[src/rtl/spi_peripheral_pkg.sv]
// spi_pkg: shared constants and types for the SPI register bank.
//   FRAME_BITS    - length of a valid write frame on the wire
//   ADDR_*        - register addresses of the five PWM control registers
//   state_t       - frame-handling FSM states
package spi_pkg;

  localparam int FRAME_BITS = 16;

  localparam logic [6:0] ADDR_EN_OUT_LO = 7'h00;
  localparam logic [6:0] ADDR_EN_OUT_HI = 7'h01;
  localparam logic [6:0] ADDR_EN_PWM_LO = 7'h02;
  localparam logic [6:0] ADDR_EN_PWM_HI = 7'h03;
  localparam logic [6:0] ADDR_DUTY      = 7'h04;

  typedef enum logic [1:0] {
    IDLE   = 2'd0,
    SHIFT  = 2'd1,
    COMMIT = 2'd2
  } state_t;

endpackage

[src/rtl/spi_peripheral_if.sv]
// spi_peripheral_if: the three SPI pins as seen by the register bank.
//   sclk - SPI clock, copi - controller-out data, ncs - active-low select
//   master modport drives the pins (external controller / bench),
//   slave modport samples them (spi_peripheral).
interface spi_peripheral_if;

  logic sclk;
  logic copi;
  logic ncs;

  modport master (output sclk, output copi, output ncs);
  modport slave  (input  sclk, input  copi, input  ncs);

endinterface

[src/rtl/spi_peripheral_sync_edge.sv]
// sync_edge: multi-flop synchronizer for one asynchronous input plus a
// rising/falling pulse generator.
//   clk, rst - system clock, async active-high reset
//   din      - asynchronous input
//   level    - synchronized copy of din (after STAGES flops)
//   rise     - one-cycle pulse when level goes 0 -> 1
//   fall     - one-cycle pulse when level goes 1 -> 0
// RST_VAL lets idle-high inputs (chip select) come out of reset without a
// spurious edge.
module sync_edge #(
  parameter int   STAGES  = 2,
  parameter logic RST_VAL = 1'b0
) (
  input  logic clk,
  input  logic rst,
  input  logic din,
  output logic level,
  output logic rise,
  output logic fall
);

  // chain[STAGES-1] is the synchronized level, chain[STAGES] the delayed
  // copy used only for edge detection.
  logic [STAGES:0] chain;

  // Shift the input through the synchronizer and edge-detect flops.
  always_ff @(posedge clk or posedge rst) begin
    if (rst) begin
      chain <= {(STAGES + 1){RST_VAL}};
    end else begin
      chain <= {chain[STAGES-1:0], din};
    end
  end

  assign level = chain[STAGES-1];
  assign rise  = chain[STAGES-1] & ~chain[STAGES];
  assign fall  = ~chain[STAGES-1] & chain[STAGES];

endmodule

[src/rtl/spi_peripheral.sv]
// spi_peripheral: SPI mode-0 slave holding the PWM control registers.
//   clk, rst          - system clock, async active-high reset
//   spi               - SPI pins (sclk, copi, ncs), all asynchronous
//   en_reg_out_7_0    - register 0x00    en_reg_out_15_8 - register 0x01
//   en_reg_pwm_7_0    - register 0x02    en_reg_pwm_15_8 - register 0x03
//   pwm_duty_cycle    - register 0x04
// Frames are {rw, addr[6:0], data[7:0]} MSB first; only complete 16-bit
// write frames to an implemented address change a register.
module spi_peripheral
  import spi_pkg::*;
#(
  parameter int NUM_REGS    = 5,
  parameter int SYNC_STAGES = 2
) (
  input  logic              clk,
  input  logic              rst,
  spi_peripheral_if.slave   spi,
  output logic [7:0]        en_reg_out_7_0,
  output logic [7:0]        en_reg_out_15_8,
  output logic [7:0]        en_reg_pwm_7_0,
  output logic [7:0]        en_reg_pwm_15_8,
  output logic [7:0]        pwm_duty_cycle
);

  localparam int         IDX_W    = $clog2(NUM_REGS);
  localparam logic [4:0] CNT_FULL = 5'(FRAME_BITS);
  localparam logic [4:0] CNT_SAT  = 5'(FRAME_BITS + 1);

  logic sclk_level_unused, sclk_rise, sclk_fall_unused;
  logic copi_level, copi_rise_unused, copi_fall_unused;
  logic ncs_level_unused, ncs_rise, ncs_fall;

  sync_edge #(.STAGES(SYNC_STAGES), .RST_VAL(1'b0)) u_sync_sclk (
    .clk(clk), .rst(rst), .din(spi.sclk),
    .level(sclk_level_unused), .rise(sclk_rise), .fall(sclk_fall_unused)
  );

  sync_edge #(.STAGES(SYNC_STAGES), .RST_VAL(1'b0)) u_sync_copi (
    .clk(clk), .rst(rst), .din(spi.copi),
    .level(copi_level), .rise(copi_rise_unused), .fall(copi_fall_unused)
  );

  // Chip select idles high, so its synchronizer resets high as well.
  sync_edge #(.STAGES(SYNC_STAGES), .RST_VAL(1'b1)) u_sync_ncs (
    .clk(clk), .rst(rst), .din(spi.ncs),
    .level(ncs_level_unused), .rise(ncs_rise), .fall(ncs_fall)
  );

  state_t                  state, next_state;
  logic [4:0]              bit_cnt;
  logic [FRAME_BITS-1:0]   shift_reg;
  logic [7:0]              regs [NUM_REGS];
  logic                    clear, shift_en, commit, write_ok;
  logic [6:0]              frame_addr;
  logic [7:0]              frame_data;

  assign frame_addr = shift_reg[FRAME_BITS-2:8];
  assign frame_data = shift_reg[7:0];

  // FSM state register.
  always_ff @(posedge clk or posedge rst) begin
    if (rst) begin
      state <= IDLE;
    end else begin
      state <= next_state;
    end
  end

  // Next-state and control decode. In SHIFT an sclk edge coinciding with the
  // ncs rise is still shifted, so COMMIT sees the updated counter.
  always_comb begin
    next_state = state;
    clear      = 1'b0;
    shift_en   = 1'b0;
    commit     = 1'b0;
    case (state)
      IDLE: begin
        if (ncs_fall) begin
          clear      = 1'b1;
          next_state = SHIFT;
        end else begin
          next_state = IDLE;
        end
      end
      SHIFT: begin
        shift_en = sclk_rise;
        if (ncs_rise) begin
          next_state = COMMIT;
        end else begin
          next_state = SHIFT;
        end
      end
      COMMIT: begin
        commit     = 1'b1;
        next_state = IDLE;
      end
      default: begin
        next_state = IDLE;
      end
    endcase
  end

  // A frame is accepted only if it was exactly 16 bits, a write, and in range.
  always_comb begin
    write_ok = (bit_cnt == CNT_FULL) && shift_reg[FRAME_BITS-1] &&
               (frame_addr < 7'(NUM_REGS));
  end

  // Shift register and saturating bit counter; saturation keeps long frames
  // from wrapping back to a count of 16.
  always_ff @(posedge clk or posedge rst) begin
    if (rst) begin
      bit_cnt   <= 5'd0;
      shift_reg <= {FRAME_BITS{1'b0}};
    end else if (clear) begin
      bit_cnt   <= 5'd0;
      shift_reg <= {FRAME_BITS{1'b0}};
    end else if (shift_en) begin
      shift_reg <= {shift_reg[FRAME_BITS-2:0], copi_level};
      if (bit_cnt != CNT_SAT) begin
        bit_cnt <= bit_cnt + 5'd1;
      end
    end
  end

  // Register bank, written only in the single COMMIT cycle of a frame.
  always_ff @(posedge clk or posedge rst) begin
    if (rst) begin
      for (int i = 0; i < NUM_REGS; i++) begin
        regs[i] <= 8'h00;
      end
    end else if (commit && write_ok) begin
      for (int i = 0; i < NUM_REGS; i++) begin
        if (frame_addr == 7'(i)) begin
          regs[i] <= frame_data;
        end
      end
    end
  end

  assign en_reg_out_7_0  = regs[IDX_W'(ADDR_EN_OUT_LO)];
  assign en_reg_out_15_8 = regs[IDX_W'(ADDR_EN_OUT_HI)];
  assign en_reg_pwm_7_0  = regs[IDX_W'(ADDR_EN_PWM_LO)];
  assign en_reg_pwm_15_8 = regs[IDX_W'(ADDR_EN_PWM_HI)];
  assign pwm_duty_cycle  = regs[IDX_W'(ADDR_DUTY)];

endmodule

[src/flat_wrapper.sv]
// flat-port wrapper written by rule: the top's interface ports become plain ports
module spi_peripheral_flat import spi_pkg::*;
#(
  parameter int NUM_REGS    = 5,
  parameter int SYNC_STAGES = 2
)
  (clk, rst, en_reg_out_7_0, en_reg_out_15_8, en_reg_pwm_7_0, en_reg_pwm_15_8, pwm_duty_cycle, spi_sclk, spi_copi, spi_ncs);
  spi_peripheral_if spi_i ();
  input  logic clk;
  input  logic rst;
  output logic [7:0] en_reg_out_7_0;
  output logic [7:0] en_reg_out_15_8;
  output logic [7:0] en_reg_pwm_7_0;
  output logic [7:0] en_reg_pwm_15_8;
  output logic [7:0] pwm_duty_cycle;
  input wire logic [$bits(spi_i.sclk)-1:0] spi_sclk;
  input wire logic [$bits(spi_i.copi)-1:0] spi_copi;
  input wire logic [$bits(spi_i.ncs)-1:0] spi_ncs;
  assign spi_i.sclk = spi_sclk;
  assign spi_i.copi = spi_copi;
  assign spi_i.ncs = spi_ncs;
  spi_peripheral #(.NUM_REGS(NUM_REGS), .SYNC_STAGES(SYNC_STAGES)) u_core (.clk(clk), .rst(rst), .spi(spi_i), .en_reg_out_7_0(en_reg_out_7_0), .en_reg_out_15_8(en_reg_out_15_8), .en_reg_pwm_7_0(en_reg_pwm_7_0), .en_reg_pwm_15_8(en_reg_pwm_15_8), .pwm_duty_cycle(pwm_duty_cycle));
endmodule
[config.mk]
export PLATFORM = sky130hd
export DESIGN_NAME = spi_peripheral_flat
export DESIGN_NICKNAME = d
export VERILOG_FILES = /design/src/rtl/spi_peripheral_pkg.sv /design/src/rtl/spi_peripheral_if.sv /design/src/rtl/spi_peripheral_sync_edge.sv /design/src/rtl/spi_peripheral.sv /design/src/flat_wrapper.sv
export SDC_FILE = /design/constraint.sdc
export NUM_CORES = 1
export LEC_CHECK = 0
export ABC_CLOCK_PERIOD_IN_PS = 2300
export BUFFER_PORTS_ARGS = -buffer_cell sky130_fd_sc_hd__buf_2
export CAP_MARGIN = 25
export CORE_MARGIN = 2
export CORE_UTILIZATION = 36
export CTS_BUF_LIST = sky130_fd_sc_hd__clkbuf_16
export DETAILED_ROUTE_END_ITERATION = 7
export SLEW_MARGIN = 20
export SYNTH_ARGS = -nofsm -noshare
export SYNTH_HDL_FRONTEND = slang
export SYNTH_HIERARCHICAL = 1
export SYNTH_SLANG_ARGS = --single-unit
export TNS_END_PERCENT = 100
[constraint.sdc]
create_clock -name clk -period 2.3 [get_ports clk]
set_input_delay 0.115 -clock clk [delete_from_list [all_inputs] [get_ports clk]]
set_output_delay 0.115 -clock clk [all_outputs]
set_load 0.005 [all_outputs]
# --- Yosys cells after proc, flatten, opt, wreduce, memory -nomap -nowiden ---
# Cells that the tools add are included.
totals:
  register_bits: 71
  input_bits: 5
  out_inout_bits: 40
  word_cells: 52
op_classes:
  n_addsub: 1
  n_lt_le_gt_ge: 1
  eq_ne: 8
  muxes: 12
  bitwise: 6
  reduce_logical: 13
op_table:
  columns: ["cell", "count"]
  rows:
  - ["$mux W16", 2]
  - ["$mux W5", 3]
  - ["$eq A7 B2 Y1 const B", 2]
  - ["$reduce_and A2 Y1", 6]
  - ["$eq A7 B1 Y1 const B", 1]
  - ["$eq A7 B3 Y1 const B", 1]
  - ["$logic_not A7 Y1", 1]
  - ["$lt A7 B3 Y1 const B", 1]
  - ["$add A5 B1 Y5 const B", 1]
  - ["$eq A5 B5 Y1 const B", 1]
  - ["$mux W1", 5]
  - ["$ne A5 B5 Y1 const B", 1]
  - ["$pmux W2 S2", 1]
  - ["$reduce_bool A2 Y1", 2]
  - ["$and A1 B1 Y1", 3]
  - ["$logic_and A1 B1 Y1", 3]
  - ["$not A1 Y1", 3]
  - ["$eq A2 B1 Y1 const B", 1]
  - ["$eq A2 B2 Y1 const B", 1]
  - ["$logic_not A2 Y1", 1]
  - ["$mux W2", 1]

# --- Depth between registers and ports, before layout ---
# Gate-level depths: netlist (run 1).
depth:
  word_depth: 6
  mapped_depth: 6
  depth_no_buf: 5

# --- By module ---
# The synthesis (run 1) kept the hierarchy.
modules_own_cells:
  columns: ["module", "n_inst", "cells_per_inst", "area_per_inst_um2", "seq_area_each_um2"]
  rows:
  - ["spi_peripheral", 1, 194, 2607.5, 1576.5]
  - ["sync_edge (u_core.u_sync_copi ...)", 2, 6, 93.8, 75.1]
  - ["sync_edge (u_core.u_sync_ncs)", 1, 6, 97.6, 78.8]

# --- Least setup slack after synthesis (run 1) ---
# Ideal clock, no wire load.
synth_timing:
  path_kind: "reg-to-reg"
  from: "register u_core.bit_cnt[0]"
  to: "register u_core.regs (netlist bit u_core/en_reg_out_15_8[0])"
  setup_ps: 125
  t_arrival_ps: 1460
  required_ps: 2175
  path_slack_ps: 716
  stages_incl_launch_ff: 7
  n_path_buf: 1
  synth_period_minus_slack_ps: 1584
  path_cell_list: "dfrtp_1 inv_1 ha_1 and4b_2 buf_6 nand4_2 mux2_2"
synth_via:
  elab_chain_len: 5
synth_lines:
  columns: ["item", "line", "source"]
  rows:
  - ["start: declaration", "spi_peripheral.sv:50", "logic [4:0] bit_cnt;"]
  - ["start signal: assignment", "spi_peripheral.sv:121", "bit_cnt <= bit_cnt + 5'd1;"]
  - ["$eq A5 B5 Y1", "spi_peripheral.sv:105", "write_ok = (bit_cnt == CNT_FULL) && shift_reg[FRAME_BITS-1] &&"]
  - ["$logic_and A1 B1 Y1 (2 in series)", "spi_peripheral.sv:105", null]
  - ["$logic_and A1 B1 Y1", "spi_peripheral.sv:132", "end else if (commit && write_ok) begin"]
  - ["$reduce_and A2 Y1 (no line)", null, null]
  - ["end signal: indexed assignment", "spi_peripheral.sv:135", "regs[i] <= frame_data;"]
  - ["end: declaration", "spi_peripheral.sv:52", "logic [7:0] regs [NUM_REGS];"]
# No other way between the ends.
# A chain may end at the register's enable or synchronous reset.

# --- Final worst setup path (run 1) ---
layout_timing:
  from: "register u_core.bit_cnt[0]"
  to: "register u_core.regs (netlist bit u_core/en_reg_pwm_15_8[0])"
# Same word-level chain as after synthesis.

==> flow_metrics.env, run 1 <==
export IMPL_cap_violations=0
export IMPL_r2r_start="u_core/bit_cnt[0]$_DFFE_PP0P_"
export IMPL_cts_buffers=9
export IMPL_coreArea_mm2=0.00769
export IMPL_fin_skew_ns=0.00511
export IMPL_power_density_mw_per_mm2=870
export IMPL_grt_pass1_vias=1762
export IMPL_drt_initial_drc_count=84
export IMPL_critPathCaptureType="register"
export IMPL_largest_reg_flops=16
export IMPL_ctsResizeCount=0
export IMPL_finalNetCount=273
export IMPL_drive_gt1_share_pct=44.1
export IMPL_portBuffers=44
export IMPL_setup_tns_ns=0
export IMPL_final_period_utilization_pct=81.2
export IMPL_vias=1778
export IMPL_io_pins=45
export IMPL_start_kind="register"
export IMPL_clock_path_buffers=2
export IMPL_placed_cell_area_mm2=0.00320
export IMPL_hpwl_um=3590
export IMPL_synthCells=208
export IMPL_cts_tree="done"
export IMPL_final_cell_area_mm2=0.00358
export IMPL_finalCriticalPeriod_ns=1.87
export IMPL_postRouteWirelength_um=5410
export IMPL_crit_type="register to register"
export IMPL_slowest_delay_ns=0.44
export IMPL_htreeDepth=3
export IMPL_wl_per_cell_um=14.6
export IMPL_worstPathMaxFanout=8
export IMPL_slowest_stage="dfrtp_1"
export IMPL_cts_sinks=71
export IMPL_worstMarginPinSlew_ns=0.494
export IMPL_leakagePower_nw=1.85
export IMPL_yosysWarnings=6
export IMPL_required_ns=2.51
export IMPL_maxSlewViolCount=0
export IMPL_syn_nets=216
export IMPL_dp_slack_ns=0.403
export IMPL_std_cell_rows=32
export IMPL_post_cts_buffers=0
export IMPL_timing_fmax_mhz=536
export IMPL_grtUsageTotal_pct=13.9
export IMPL_status="complete, no violations"
export IMPL_setup_ws_ns=0.433
export IMPL_timing_rr_end="u_core/en_reg_pwm_15_8[0]$_DFFE_PP0P_"
export IMPL_grt_max_degree=42
export IMPL_antenna_found_initial=0
export IMPL_overflow=0
export IMPL_postRouteAntennaNets=0
export IMPL_hold_class="primary input to async pin"
export IMPL_holdBufCountCts=4
export IMPL_antennaDiodeCount=0
export IMPL_die_w_um=92.9
export IMPL_reg2reg_setup_slack_ns=0.43
export IMPL_grt_pass1_wl_um=8980
export IMPL_gp_congestion=0.726
export IMPL_hold_viol_final=0
export IMPL_power_total_mw=3.11
export IMPL_arrival_ns=2.08
export IMPL_ff2ff_path_depth=5
export IMPL_post_route_util_pct=46.6
export IMPL_synth_area_mm2=0.00284
export IMPL_clkTransAtPathRegs_ns=0.05
export IMPL_peakVddDrop_uv=485
export IMPL_cts_root_buf="clkbuf_16"
export IMPL_slew_headroom_pct=67.0
export IMPL_vias_per_cell=4.78
export IMPL_start_util_pct=37.0
export IMPL_die_area_mm2=0.00863
export IMPL_die_h_um=92.9
export IMPL_setup_viol=0
export IMPL_drc_errors=0
export IMPL_cp_cell_sequence="inv_1, ha_1, and4b_2, nand4_2, mux2_2"
export IMPL_dr_pass1_iters=4
export IMPL_syn2layout_area_growth_pct=25.9
export IMPL_rsz0062_at_grt="false"
export IMPL_insertion_delay_ns=0.33
export IMPL_avgSynthCellArea_um2=13.7
metrics by stage:
stage | instances | hold slack (ns)
after global routing | 372 | 0.224
after detailed placement | 352 | 0.00726
after floorplan | 208 | -0.144
after CTS | 372 | 0.199
final | 372 | 0.210
after global placement | 352 | 0.00734
power breakdown:
group | total (mW) | internal [mW] | switching (mW)
Combinational | 0.174 | 0.0765 | 0.0975
Sequential | 1.39 | 1.31 | 0.0856
Clock | 1.55 | 1.05 | 0.497
Total | 3.11 | 2.43 | 0.680
worst max path at each step:
stage | from | end | slack (ns) | depth (start not counted)
floorplan | rst | u_core/bit_cnt[0]$_DFFE_PP0P_ | 0.62 | 1
global placement | u_core/bit_cnt[0]$_DFFE_PP0P_ | u_core/en_reg_out_7_0[6]$_DFFE_PP0P_ | 0.43 | 5
detailed placement | u_core/bit_cnt[0]$_DFFE_PP0P_ | u_core/en_reg_out_7_0[2]$_DFFE_PP0P_ | 0.40 | 5
CTS | u_core/bit_cnt[0]$_DFFE_PP0P_ | u_core/en_reg_out_7_0[3]$_DFFE_PP0P_ | 0.40 | 5
global route | u_core/bit_cnt[0]$_DFFE_PP0P_ | u_core/en_reg_out_7_0[1]$_DFFE_PP0P_ | 0.34 | 5
finish | u_core/bit_cnt[0]$_DFFE_PP0P_ | u_core/en_reg_pwm_15_8[0]$_DFFE_PP0P_ | 0.43 | 5
cell type report:
cell class / instances / area, µm²
fill: 710 / 4110
multi-input combinational: 125 / 1010
clock buffer: 9 / 225
tap: 102 / 128
clock inverter: 7 / 114
timing repair buffer: 52 / 303
inverter: 6 / 22.5
sequential: 71 / 1780
worst max-delay path, delay by kind of cell, from the launching register on:
kind	cells	cell delay [ns]
adders and majority gates	1	0.13
and+or+nand+nor	2	0.68
DFF	1	0.44
buffers and inverters	1	0.09
muxes	1	0.41
routing by layer:
layer  share of wire (%)  wire (µm)  up-vias  global-route usage [%]
met1                  50       2700      884                    19.3
met2                  44       2400       36                    19.4
met3                 4.1        223        7                    4.31
li1                    -          -      851                       -
met5                   0          0        -                       0
met4                 1.8         98        0                    6.99
cell usage in the layout (no fill, tap or decap), drive strengths merged, types with 4 or more instances in the layout:
cell,count
dfrtp,68
buf,48
nand4,5
clkbuf,9
dlygate4sd3,4
nor3b,5
a21oi,14
nand2,28
inv,8
nor2,4
mux2,41
(Power assumes the default switching activity.)
==> run 2: changes to the inputs <==
--- a/config.mk
+++ b/config.mk
@@ -5,7 +5,7 @@
 export SDC_FILE = /design/constraint.sdc
 export NUM_CORES = 1
 export LEC_CHECK = 0
-export ABC_CLOCK_PERIOD_IN_PS = 2300
+export ABC_CLOCK_PERIOD_IN_PS = 1950
 export BUFFER_PORTS_ARGS = -buffer_cell sky130_fd_sc_hd__buf_2
 export CAP_MARGIN = 25
 export CORE_MARGIN = 2
==> constraint.sdc (replaced) <==
create_clock -name clk -period 1.95 [get_ports clk]
set_input_delay 0.0975 -clock clk [delete_from_list [all_inputs] [get_ports clk]]
set_output_delay 0.0975 -clock clk [all_outputs]
set_load 0.005 [all_outputs]
==> flow_metrics.env, run 2 (synthesis results as in run 1) <==
export IMPL_status="complete, no violations"
export IMPL_timing_fmax_mhz=579
export IMPL_post_cts_buffers=0
export IMPL_finalNetCount=285
export IMPL_std_cell_rows=32
export IMPL_io_pins=45
export IMPL_htreeDepth=3
export IMPL_ctsResizeCount=0
export IMPL_portBuffers=44
export IMPL_worstPathMaxFanout=6
export IMPL_cts_buffers=9
export IMPL_antenna_found_initial=0
export IMPL_peakVddDrop_uv=574
export IMPL_clock_path_buffers=2
export IMPL_largest_reg_flops=16
export IMPL_setup_viol=0
export IMPL_die_area_mm2=0.00863
export IMPL_insertion_delay_ns=0.33
export IMPL_rsz0062_at_grt="false"
export IMPL_coreArea_mm2=0.00769
export IMPL_gp_congestion=0.806
export IMPL_grt_pass1_vias=1819
export IMPL_antennaDiodeCount=0
export IMPL_r2r_start="u_core/bit_cnt[0]$_DFFE_PP0P_"
export IMPL_fillers=728
export IMPL_hpwl_um=3700
export IMPL_cts_root_buf="clkbuf_16"
export IMPL_drt_initial_drc_count=112
export IMPL_wl_per_cell_um=14.1
export IMPL_grt_max_degree=64
export IMPL_setup_tns_ns=0
export IMPL_leakagePower_nw=1.87
export IMPL_mostFrequentLayoutCells="dfrtp_1, buf_2, mux2_2, nand2_1, buf_4"
export IMPL_clkTransAtPathRegs_ns=0.06
export IMPL_vias=1804
export IMPL_cts_tree="done"
export IMPL_ff2ff_path_depth=6
export IMPL_start_util_pct=37.0
export IMPL_cts_sinks=71
export IMPL_start_kind="register"
export IMPL_postRouteWirelength_um=5420
export IMPL_postRouteAntennaNets=0
export IMPL_timing_rr_end="u_core/en_reg_out_7_0[4]$_DFFE_PP0P_"
export IMPL_final_period_utilization_pct=88.5
export IMPL_drc_errors=0
export IMPL_cap_violations=0
export IMPL_arrival_ns=1.94
export IMPL_layout_commonest_cell="dfrtp_1"
export IMPL_die_w_um=92.9
export IMPL_required_ns=2.16
export IMPL_finalCriticalPeriod_ns=1.73
export IMPL_syn2layout_area_growth_pct=27.6
export IMPL_drive_gt1_share_pct=46.5
export IMPL_worstSetupStartpoint="u_core/bit_cnt[0]$_DFFE_PP0P_"
export IMPL_power_density_mw_per_mm2=955
export IMPL_holdBufCountCts=4
export IMPL_grtUsageTotal_pct=14.2
export IMPL_worstMarginPinSlew_ns=0.428
export IMPL_maxSlewViolCount=0
export IMPL_overflow=0
export IMPL_vias_per_cell=4.70
export IMPL_hold_class="primary input to async pin"
export IMPL_grt_pass1_wl_um=9290
export IMPL_crit_type="register to register"
export IMPL_hold_viol_final=0
export IMPL_power_total_mw=3.46
export IMPL_reg2reg_setup_slack_ns=0.22
export IMPL_fin_skew_ns=0.00396
export IMPL_die_h_um=92.9
export IMPL_slew_headroom_pct=71.3
export IMPL_critPathCaptureType="register"
export IMPL_dr_pass1_iters=4
## run 2: changes by cell type in the layout (fill, tap and decap cells not counted)
cell,before,now
clkinv_1,0,2
inv_6,0,2
buf_4,3,15
bufinv_16,3,1
inv_1,7,5
## run 2: how the worst max path moves through the flow
stage | to | slack, ns
6_report | u_core/en_reg_out_7_0[4]$_DFFE_PP0P_ | 0.22
5_1_grt | u_core/en_reg_out_7_0[4]$_DFFE_PP0P_ | 0.12
4_1_cts | u_core/en_reg_out_7_0[4]$_DFFE_PP0P_ | 0.20
3_5_place_dp | u_core/en_reg_out_7_0[4]$_DFFE_PP0P_ | 0.20
3_3_place_gp | u_core/en_reg_out_7_0[4]$_DFFE_PP0P_ | 0.23
2_1_floorplan | u_core/bit_cnt[0]$_DFFE_PP0P_ | 0.28
## run 2: through the flow
step	setup slack [ns]	instances	hold WS [ns]	utilization [%]	area, µm²
final	0.224	384	0.192	47.2	3630
after CTS	0.199	384	0.180	47.2	3630
after global placement	0.230	364	-0.0115	42.8	3290
after floorplan	0.283	208	-0.161	-	2840
after detailed placement	0.202	364	-0.0136	42.8	3290
after global routing	0.120	384	0.209	47.2	3630
## run 2: cell type report
type / count / area (µm²) / area share, %
Sequential cell: 71 / 1780 / 49.1
Multi-Input combinational cell: 125 / 1010 / 27.8
Timing Repair Buffer: 64 / 393 / 10.8
Clock buffer: 9 / 225 / 6.21
Tap cell: 102 / 128 / 3.52
Clock inverter: 7 / 71.3 / 1.97
Inverter: 6 / 22.5 / 0.621
## run 2: power breakdown
part | switching (mW) | leakage (nW) | internal [mW] | total [mW]
Combinational | 0.130 | 0.769 | 0.102 | 0.232
Clock | 0.610 | 0.142 | 0.991 | 1.60
Sequential | 0.0911 | 0.964 | 1.54 | 1.63
## run 2: layer usage
| metal | part of all wire (%) | vias up | global-route usage [%] |
|---|---|---|---|
| met5 | 0 | - | 0 |
| met4 | 1.1 | 0 | 5.51 |
| met3 | 4.0 | 2 | 4.80 |
| met2 | 45 | 38 | 20.2 |
| met1 | 50 | 890 | 19.9 |
| li1 | - | 874 | - |
## run 2: critical path, cell delays in order (launching register included)
cell	delay, ns
dfrtp_1	0.44
inv_1	0.08
ha_1	0.13
and4b_2	0.30
nand4_2	0.18
buf_4	0.21
mux2_2	0.27
